==> config.mk <==
export PLATFORM = sky130hd
export DESIGN_NAME = fifo_sched_ctrl
export DESIGN_NICKNAME = d
export VERILOG_FILES = /design/src/rtl/fifo_sched_ctrl.sv
export SDC_FILE = /design/constraint.sdc
export NUM_CORES = 1
export LEC_CHECK = 0
export ABC_CLOCK_PERIOD_IN_PS = 2800
export CORE_MARGIN = 4
export CORE_UTILIZATION = 37
export DETAILED_ROUTE_END_ITERATION = 10
export PLACE_DENSITY = 0.85
export SLEW_MARGIN = 10
export SYNTH_ARGS = -nofsm -noshare
export SYNTH_HDL_FRONTEND = slang
export SYNTH_SLANG_ARGS = --single-unit
export TNS_END_PERCENT = 50
==> constraint.sdc <==
create_clock -name clk -period 2.8 [get_ports clk]
set_clock_uncertainty 0.15 [all_clocks]
set_input_delay 0.28 -clock clk [delete_from_list [all_inputs] [get_ports clk]]
set_output_delay 0.28 -clock clk [all_outputs]
set_load 0.03 [all_outputs]
==> src/rtl/fifo_sched_ctrl.sv <==
// rtl/fifo_sched_ctrl.sv - two-producer round-robin FIFO writer with a burst read sequencer.
// Optional write-stall counter is built when FIFO_SCHED_CTRL_STATS_EN is defined.
module fifo_sched_ctrl #(
    parameter int DATA_W    = 16,
    parameter int BURST_LEN = 4
) (
    input  logic              clk,
    input  logic              rst_n,
    input  logic              req0_valid,
    input  logic [DATA_W-1:0] req0_data,
    output logic              req0_ready,
    input  logic              req1_valid,
    input  logic [DATA_W-1:0] req1_data,
    output logic              req1_ready,
    output logic              fifo_wr_en,
    output logic [DATA_W-1:0] fifo_wr_data,
    input  logic              fifo_full,
    input  logic              fifo_empty,
    output logic              fifo_rd_en,
    input  logic [DATA_W-1:0] fifo_rd_data,
    input  logic              burst_req,
    output logic              out_valid,
    output logic [DATA_W-1:0] out_data,
    output logic              burst_done,
    output logic [15:0]       stall_cnt
);

    typedef enum logic [1:0] {
        S_IDLE,
        S_BURST,
        S_DONE
    } state_t;

    localparam logic [7:0] LAST_IDX = 8'(BURST_LEN - 1);

    state_t            state_q, state_d;
    logic [7:0]        rd_cnt_q, rd_cnt_d;
    logic              last_grant_q, last_grant_d;
    logic              out_valid_q, out_valid_d;
    logic [DATA_W-1:0] out_data_q, out_data_d;
    logic              grant0, grant1;

    // Tie goes to whichever producer was not accepted last.
    always_comb begin
        grant0       = req0_valid && (!req1_valid || last_grant_q);
        grant1       = req1_valid && (!req0_valid || !last_grant_q);
        req0_ready   = grant0 && !fifo_full;
        req1_ready   = grant1 && !fifo_full;
        fifo_wr_en   = (req0_valid && req0_ready) || (req1_valid && req1_ready);
        fifo_wr_data = grant1 ? req1_data : req0_data;
        last_grant_d = last_grant_q;
        if (fifo_wr_en) begin
            last_grant_d = req1_ready;
        end
    end

    always_comb begin
        state_d    = state_q;
        rd_cnt_d   = rd_cnt_q;
        fifo_rd_en = 1'b0;
        burst_done = 1'b0;
        case (state_q)
            S_IDLE: begin
                if (burst_req) begin
                    state_d  = S_BURST;
                    rd_cnt_d = 8'd0;
                end
            end
            S_BURST: begin
                fifo_rd_en = !fifo_empty;
                if (fifo_rd_en) begin
                    rd_cnt_d = rd_cnt_q + 8'd1;
                    if (rd_cnt_q == LAST_IDX) begin
                        state_d = S_DONE;
                    end
                end
            end
            S_DONE: begin
                burst_done = 1'b1;
                state_d    = S_IDLE;
            end
            default: state_d = S_IDLE;
        endcase
        out_valid_d = fifo_rd_en;
        out_data_d  = fifo_rd_en ? fifo_rd_data : out_data_q;
    end

    always_ff @(posedge clk or negedge rst_n) begin
        if (!rst_n) begin
            state_q      <= S_IDLE;
            rd_cnt_q     <= 8'd0;
            last_grant_q <= 1'b1;
            out_valid_q  <= 1'b0;
            out_data_q   <= '0;
        end else begin
            state_q      <= state_d;
            rd_cnt_q     <= rd_cnt_d;
            last_grant_q <= last_grant_d;
            out_valid_q  <= out_valid_d;
            out_data_q   <= out_data_d;
        end
    end

    assign out_valid = out_valid_q;
    assign out_data  = out_data_q;

`ifdef FIFO_SCHED_CTRL_STATS_EN
    logic [15:0] stall_cnt_q, stall_cnt_d;

    always_comb begin
        stall_cnt_d = stall_cnt_q;
        if ((req0_valid || req1_valid) && fifo_full && (stall_cnt_q != 16'hFFFF)) begin
            stall_cnt_d = stall_cnt_q + 16'd1;
        end
    end

    always_ff @(posedge clk or negedge rst_n) begin
        if (!rst_n) begin
            stall_cnt_q <= 16'd0;
        end else begin
            stall_cnt_q <= stall_cnt_d;
        end
    end

    assign stall_cnt = stall_cnt_q;
`else
    assign stall_cnt = 16'd0;
`endif

endmodule

== Word-level counts from Yosys, hierarchy flattened ==
Cells that the tools add are included.
Cells by class
  multiplexer cells: 10
  reduce and logical (&&, ||, !) cells: 18
  equality and inequality tests: 6
  add/subtract/negate cells: 1
Operator list (number)
  $mux W16: 1
  $mux W8: 2
  $pmux W8 S2: 1
  $add A8 B1 Y8 const B: 1
  $eq A8 B2 Y1 const B: 1
  $logic_and A1 B1 Y1: 6
  $mux W2: 3
  $ne A2 B2 Y1 const B: 3
  $reduce_and A3 Y1: 2
  $logic_not A1 Y1: 5
  $pmux W2 S2: 1
  $logic_or A1 B1 Y1: 3
  $eq A2 B1 Y1 const B: 1
  $eq A2 B2 Y1 const B: 1
  $logic_not A2 Y1: 1
  $mux W1: 2
  $reduce_bool A2 Y1: 1
Word-level totals
  register bits after elaboration: 28
  word-level logic and storage cells: 40
  input port bits: 55
  output and inout port bits: 54

== Longest topological paths before layout ==
Gate-level depths: netlist of the first run.
  word-level depth: 6
  mapped depth: 4
  gate-level depth less buffers: 4

== Worst setup path before layout of the first run ==
No wires, ideal clock.
  path type: register to output
  start: reg last_grant_q
  end: out fifo_wr_data[10]
  buffers on the path: 1
  cell stages (with the launch flop): 4
  setup slack: 1.091 ns
  arrival: 1.279 ns
  cell sequence: dfstp_2 a21boi_2 buf_6 mux2_2
On the way
  cells in the longest elaborated chain, start to end: 4
Ends and longest elaborated chain
  start, declared: line 38  | logic last_grant_q, last_grant_d;
  start signal, assigned: line 98  | last_grant_q <= last_grant_d;
  $logic_not A1 Y1: line 46  | grant1 = req1_valid && (!req0_valid || !last_grant_q);
  $logic_or A1 B1 Y1: line 46
  $logic_and A1 B1 Y1: line 46
  $mux W16: line 50  | fifo_wr_data = grant1 ? req1_data : req0_data;
  end, declared: line 16  | output logic [DATA_W-1:0] fifo_wr_data,
No other way between the ends.

== Worst setup path in the final report of the first run ==
  start: in req1_valid
  end: out fifo_wr_data[15]
On the way
  cells in the longest elaborated chain, start to end: 2
Ends and longest elaborated chain
  start, declared: line 12  | input logic req1_valid,
  $logic_and A1 B1 Y1: line 46
  $mux W16: line 50
No other way between the ends.

==> results of run 1 <==
path summary, 6_finish.rpt:
check                                           end  cells after the start                     from  slack, ns
min                         rd_cnt_q[5]$_DFFE_PN0P_                      2                    rst_n       0.24
min reg2reg                 rd_cnt_q[7]$_DFFE_PN0P_                      1  rd_cnt_q[7]$_DFFE_PN0P_       0.34
max in group asynchronous  last_grant_q$_DFFE_PN1P_                      2                    rst_n       1.96
max reg2reg                 rd_cnt_q[0]$_DFFE_PN0P_                      4   state_q[1]$_DFFE_PN0P_       1.17
max                                fifo_wr_data[15]                      5               req1_valid       0.14
min in group clk            rd_cnt_q[7]$_DFFE_PN0P_                      1  rd_cnt_q[7]$_DFFE_PN0P_       0.34
cell type report:
type | count | area (um2) | share of cell area
sequential | 28 | 702 | 0.279
clock inverter | 1 | 30.0 | 0.0119
timing repair buffer | 95 | 948 | 0.377
tap | 50 | 62.6 | 0.0249
inverter | 3 | 11.3 | 0.00448
clock buffer | 3 | 41.3 | 0.0164
multi-input combinational | 90 | 719 | 0.286
cell usage in the layout, fill, tap and decap left out, drive strengths merged, types with 3 or more instances in the layout:
| cell type | netlist | final |
|---|---|---|
| conb | 1 | 16 |
| mux2i | 4 | 4 |
| nor3b | 3 | 3 |
| buf | 19 | 6 |
| clkdlybuf4s50 | 0 | 89 |
| inv | 3 | 3 |
| dfrtp | 27 | 27 |
| clkbuf | 0 | 3 |
| nand2 | 4 | 4 |
| mux2 | 33 | 33 |
| nand3 | 3 | 3 |
| nor2 | 7 | 7 |
metal layers:
| metal | vias to the layer above | global-route usage | part of all wire | wire, um |
|---|---|---|---|---|
| met2 | 65 | 0.274 | 0.49 | 2020 |
| met3 | 6 | 0.0983 | 0.14 | 576 |
| met5 | - | 0 | 0 | 0 |
| met1 | 606 | 0.175 | 0.35 | 1430 |
| li1 | 603 | - | - | - |
| met4 | 0 | 0.0438 | 0.014 | 59 |
worst register-to-register path: cells and delay by family, from the launching register on:
| kind | cells | cell delay [ns] |
|---|---|---|
| buffers and inverters | 1 | 0.31 |
| DFF | 1 | 0.46 |
| and+or+nand+nor | 2 | 0.32 |
| muxes | 1 | 0.28 |
synthesized netlist by cell type, types with 2 or more instances:
| master | instances | area (um2) |
|---|---|---|
| sky130_fd_sc_hd__buf_4 | 17 | 128 |
| sky130_fd_sc_hd__nand3_1 | 3 | 15.0 |
| sky130_fd_sc_hd__mux2_2 | 33 | 372 |
| sky130_fd_sc_hd__nor3b_1 | 2 | 15.0 |
| sky130_fd_sc_hd__dfrtp_1 | 27 | 676 |
| sky130_fd_sc_hd__and2_1 | 2 | 12.5 |
| sky130_fd_sc_hd__nor2_1 | 7 | 26.3 |
| sky130_fd_sc_hd__buf_6 | 2 | 22.5 |
| sky130_fd_sc_hd__inv_1 | 3 | 11.3 |
| sky130_fd_sc_hd__mux2i_1 | 4 | 40.0 |
| sky130_fd_sc_hd__nand4_1 | 2 | 12.5 |
| sky130_fd_sc_hd__a31o_2 | 2 | 17.5 |
| sky130_fd_sc_hd__nand2_1 | 4 | 15.0 |
| sky130_fd_sc_hd__and3_1 | 2 | 12.5 |
per-stage QoR:
| step | std cells | setup WS [ns] |
|---|---|---|
| after global routing | 270 | 0.0559 |
| after global placement | 266 | 0.162 |
| final | 270 | 0.135 |
| after CTS | 270 | 0.128 |
| after detailed placement | 266 | 0.136 |
| after floorplan | 140 | 1.09 |
state kept, by name, summed over array words and instances, names as in the netlist:
register,count
rd_cnt_q,8
out_valid,1
last_grant_q,1
out_data,16
state_q,2
where the power goes:
part	internal [uW]	switching (uW)
combinational	504	546
clock	191	128
sequential	555	96.6
cells by family (layout without fill, tap and decap cells):
family	Yosys count	after routing
xor+xnor	1	1
buf+inv	22	102
compound gates	7	7
fa+ha+maj	1	1
flops	28	28
other cells	1	16
mux	37	37
simple gates	28	28
==> summary.txt, run 1 <==
Biggest cell delay along the critical path = 0.60 ns
Async set-reset flop share out of synthesis = 1.00
Number of synthesis warnings = 0
Cell with the most instances on the worst path = sky130_fd_sc_hd__clkdlybuf4s50_1
Sequential-to-total area share from yosys stat = 0.460
Violation count after the first detailed-routing iteration = 91
CP cell instances = clkdlybuf4s50_1, a21boi_2, buf_12, mux2_2, clkdlybuf4s50_1
Placeable core region = 0.00400 mm2
Shortest clock period the worst path allows after layout = 2.66 ns
Worst hold path type = in2async
Peak Freq = 0.375 GHz
Final number of setup-violating endpoints = 0
Post-synthesis simple-gate area fraction = 0.111
Total number of placement rows = 23
Setup_tns = 0 ns
Final Core Density = 0.629
Status = complete, no violations
Clk Latency, worst-skew pair = 0.27 ns
Global-route congestion overflow total = 0
Count of pins on the block boundary = 109
Die height = 72.2 um
RSZ-0062 raised after global routing = false
Adder-cell share of the synthesized area = 0.00820
Parity-gate share of the synthesized area counting xor and xnor cells = 0.00574
Buf/Inv on CP = 3
Seq cells post-synth = 28
Max rail drop VDD = 528 uV
Number of fill cells = 333
Ratio of final minimum period to clock period = 0.952
Routed Antenna Nets = 0
Fraction of layout instances using a drive strength above 1 = 0.227
Arrival time at the worst endpoint = 2.23 ns
Number of buffers added by the clock tree synthesis step = 3
# resized after CTS = 0
First-pass GRT wire length = 6600 um
Ant. Diodes = 0
TritonRoute pass-1 iters = 4
Synth-to-layout area growth = 64.8%
Hold-fix buffers, CTS = 0
Avg Cell Area, Syn = 12.2 um2
Cell at the root of the clock tree = sky130_fd_sc_hd__clkbuf_8
Worst hold slack after final layout = 0.235 ns
Delay-heaviest family, CP = buffers and inverters
Via count of the first global-routing pass = 1,400
Area after detailed placement = 0.00244 mm2
H-Tree Depth = 1
GRT Resource Usage Total = 0.164
Combined area of all synthesized cells = 0.00153 mm2
Total Die Area = 0.00522 mm2
Hold violation count in the final report = 0
Post-route cell area = 0.00251 mm2
Detailed-route wire length per cell = 15.1 um
Clock Sinks = 28
Critical Setup Path Class = in2out
Hpwl dp = 3370 um
Max-slew violations = 0
TritonCTS clock tree = yes
Leakage component of the power = 0.00107 uW
Initial antenna violation count = 0
Overall routed net length = 4080 um
Residual DRC count = 0
Worst-path cell with the longest stage delay = sky130_fd_sc_hd__clkdlybuf4s50_1
Post-synthesis instance total = 125
# nets final = 277
Multiplexer area fraction after synthesis = 0.270
Number of port buffers = 92
Width of the die = 72.2 um
Endpoint class of the critical path = output port
Buffer count from post-CTS setup fixing = 0
Synth Area in Compound Gates = 0.0369
Maximum buffer depth of the clock tree = 2
Number of flops mapped to enable cells by yosys = 0
Clock transition at the registers of the reported paths = 0.10 ns
Tightest Pin Transition = 0.554 ns
Crit path max fanout = 14
Worst-case headroom to the max-slew limit = 0.630
Pin count of the biggest net entering global routing = 29
Via density per instance = 4.74
Type of element launching the critical path = input port
Routability Congestion = 0.741
Largest family of logic cells by synthesized area = multiplexers
Power per unit of standard cell area = 803 mW/mm2
Required time worst endpoint = 2.37 ns
Overall Power = 2020 uW
Initial Utilization = 0.382
Count of unique library cells instantiated by Yosys = 29
Max Cap Violations = 0
Predominant post-synthesis flop cell = sky130_fd_sc_hd__dfrtp_1
Via Count = 1,280
Power figures use the tool's default switching activity.
==> run 2, diff against run 1 <==
PLACE_DENSITY = 0.83   (was 0.85)
SLEW_MARGIN = default   (was 10)
==> run 2 against run 1 <==
- count of clock-buffer cells in the layout increased by 1
- clock power decreased by 22%
- non-clock buffer count unchanged
- combinational power hardly changed
- via count down 1.8%
- design area down 0.55%
- power down 3.8%
- sequential cell count is the same
- die area stayed put
- critical endpoint is now fifo_wr_data[7]
==> summary.txt, run 2 (synthesis results as in run 1) <==
Most common cell after layout, fill and taps aside = sky130_fd_sc_hd__clkdlybuf4s50_1
Post-route cell area = 0.00250 mm2
Initial antenna violation count = 0
Number of buffers added by the clock tree synthesis step = 3
Hold violation count in the final report = 0
Setup_tns = 0 ns
Clk Latency, worst-skew pair = 0.27 ns
Routability Congestion = 0.748
RSZ-0062 raised after global routing = false
Buffer count from post-CTS setup fixing = 0
Type of element launching the critical path = input port
Via Count = 1,257
Cell with the most instances on the worst path = sky130_fd_sc_hd__clkdlybuf4s50_1
Die height = 72.2 um
CP cell instances = clkdlybuf4s50_1, a21boi_2, buf_12, mux2_2, clkdlybuf4s50_1
H-Tree Depth = 1
Worst hold path type = in2async
TritonCTS clock tree = yes
# nets final = 277
R2r setup slk = 1.18 ns
Critical Setup Path Class = in2out
Via density per instance = 4.66
Routed Antenna Nets = 0
Tightest Pin Transition = 0.555 ns
Violation count after the first detailed-routing iteration = 54
Worst hold slack after final layout = 0.224 ns
Leakage component of the power = 0.00106 uW
Max Cap Violations = 0
Portion of total power attributed to sequential cells = 0.336
Total number of placement rows = 23
Required time worst endpoint = 2.37 ns
# resized after CTS = 0
Final number of setup-violating endpoints = 0
Count of pins on the block boundary = 109
Global-route congestion overflow total = 0
GRT Resource Usage Total = 0.155
Fraction of layout instances using a drive strength above 1 = 0.223
Crit path max fanout = 17
Clk network pwr share = 0.127
Total Die Area = 0.00522 mm2
Clock transition at the registers of the reported paths = 0.09 ns
First-pass GRT wire length = 6180 um
Endpoint class of the critical path = output port
Initial Utilization = 0.382
TritonRoute pass-1 iters = 4
Power per unit of standard cell area = 777 mW/mm2
Width of the die = 72.2 um
Clock Sinks = 28
Worst-path cell with the longest stage delay = sky130_fd_sc_hd__clkdlybuf4s50_1
Shortest clock period the worst path allows after layout = 2.58 ns
Sw frac = 0.390
Largest register FFs = 16
Maximum buffer depth of the clock tree = 2
Cell at the root of the clock tree = sky130_fd_sc_hd__clkbuf_8
Synth-to-layout area growth = 63.9%
Worst-case headroom to the max-slew limit = 0.629
Internal portion of total power = 1190 uW
Hold-fix buffers, CTS = 0
Commonest non-fill, non-tap cells in the layout = 90 x sky130_fd_sc_hd__clkdlybuf4s50_1, 33 x sky130_fd_sc_hd__mux2_2, 27 x sky130_fd_sc_hd__dfrtp_1
Pin count of the biggest net entering global routing = 29
Peak Freq = 0.388 GHz
Biggest cell delay along the critical path = 0.60 ns
Overall Power = 1940 uW
Via count of the first global-routing pass = 1,286
Combinational Power Share = 0.537
Ratio of final minimum period to clock period = 0.920
Placeable core region = 0.00400 mm2
Hpwl dp = 3300 um
Area after detailed placement = 0.00245 mm2
Residual DRC count = 0
Detailed-route wire length per cell = 15.0 um
Number of fill cells = 319
Ant. Diodes = 0
Final Core Density = 0.625
Max-slew violations = 0
Net Switching = 759 uW
Status = complete, no violations
Overall routed net length = 4040 um
Number of port buffers = 92
Arrival time at the worst endpoint = 2.15 ns
Max rail drop VDD = 554 uV
-- run 2: final timing paths --
kind,startpoint,to,cells after the start
max,req1_valid,fifo_wr_data[7],5
min,rst_n,out_data[7]$_DFFE_PN0P_,2
max reg2reg,state_q[1]$_DFFE_PN0P_,out_data[9]$_DFFE_PN0P_,3
min reg2reg,rd_cnt_q[7]$_DFFE_PN0P_,rd_cnt_q[7]$_DFFE_PN0P_,1
max in group asynchronous,rst_n,last_grant_q$_DFFE_PN1P_,2
min in group clk,rd_cnt_q[7]$_DFFE_PN0P_,rd_cnt_q[7]$_DFFE_PN0P_,1
-- run 2: critical path: cells and delay by family --
family | cells | cell delay (ns)
mux | 1 | 0.35
buf+inv | 3 | 1.29
compound gates | 1 | 0.23
-- run 2: cell type report --
cell class | count | area, um2 | area share
Multi-Input combinational cell | 90 | 719 | 0.288
Inverter | 3 | 11.3 | 0.00450
Timing Repair Buffer | 95 | 951 | 0.380
Sequential cell | 28 | 702 | 0.281
Clock buffer | 4 | 55.1 | 0.0220
Tap cell | 50 | 62.6 | 0.0250
-- run 2: through the flow --
step           cells  setup slack [ns]
6_report         270             0.224
5_1_grt          270             0.154
4_1_cts          270             0.217
3_5_place_dp     266             0.220
3_3_place_gp     266             0.260
2_1_floorplan    140              1.09
-- run 2: power by group through the flow --
stage,Clock [uW],Sequential (uW),Combinational [uW]
3_5_place_dp,0,660,1050
3_3_place_gp,0,654,1040
2_1_floorplan,0,880,408
4_1_cts,257,655,1050
5_1_grt,273,679,1100
6_report,248,653,1040
-- run 2: per-layer routing --
layer / GRT usage / routed length (um) / up-vias
li1: - / - / 603
met1: 0.166 / 1430 / 577
met2: 0.261 / 2010 / 73
met3: 0.0942 / 566 / 4
met4: 0.0313 / 24 / 0
met5: 0 / 0 / -
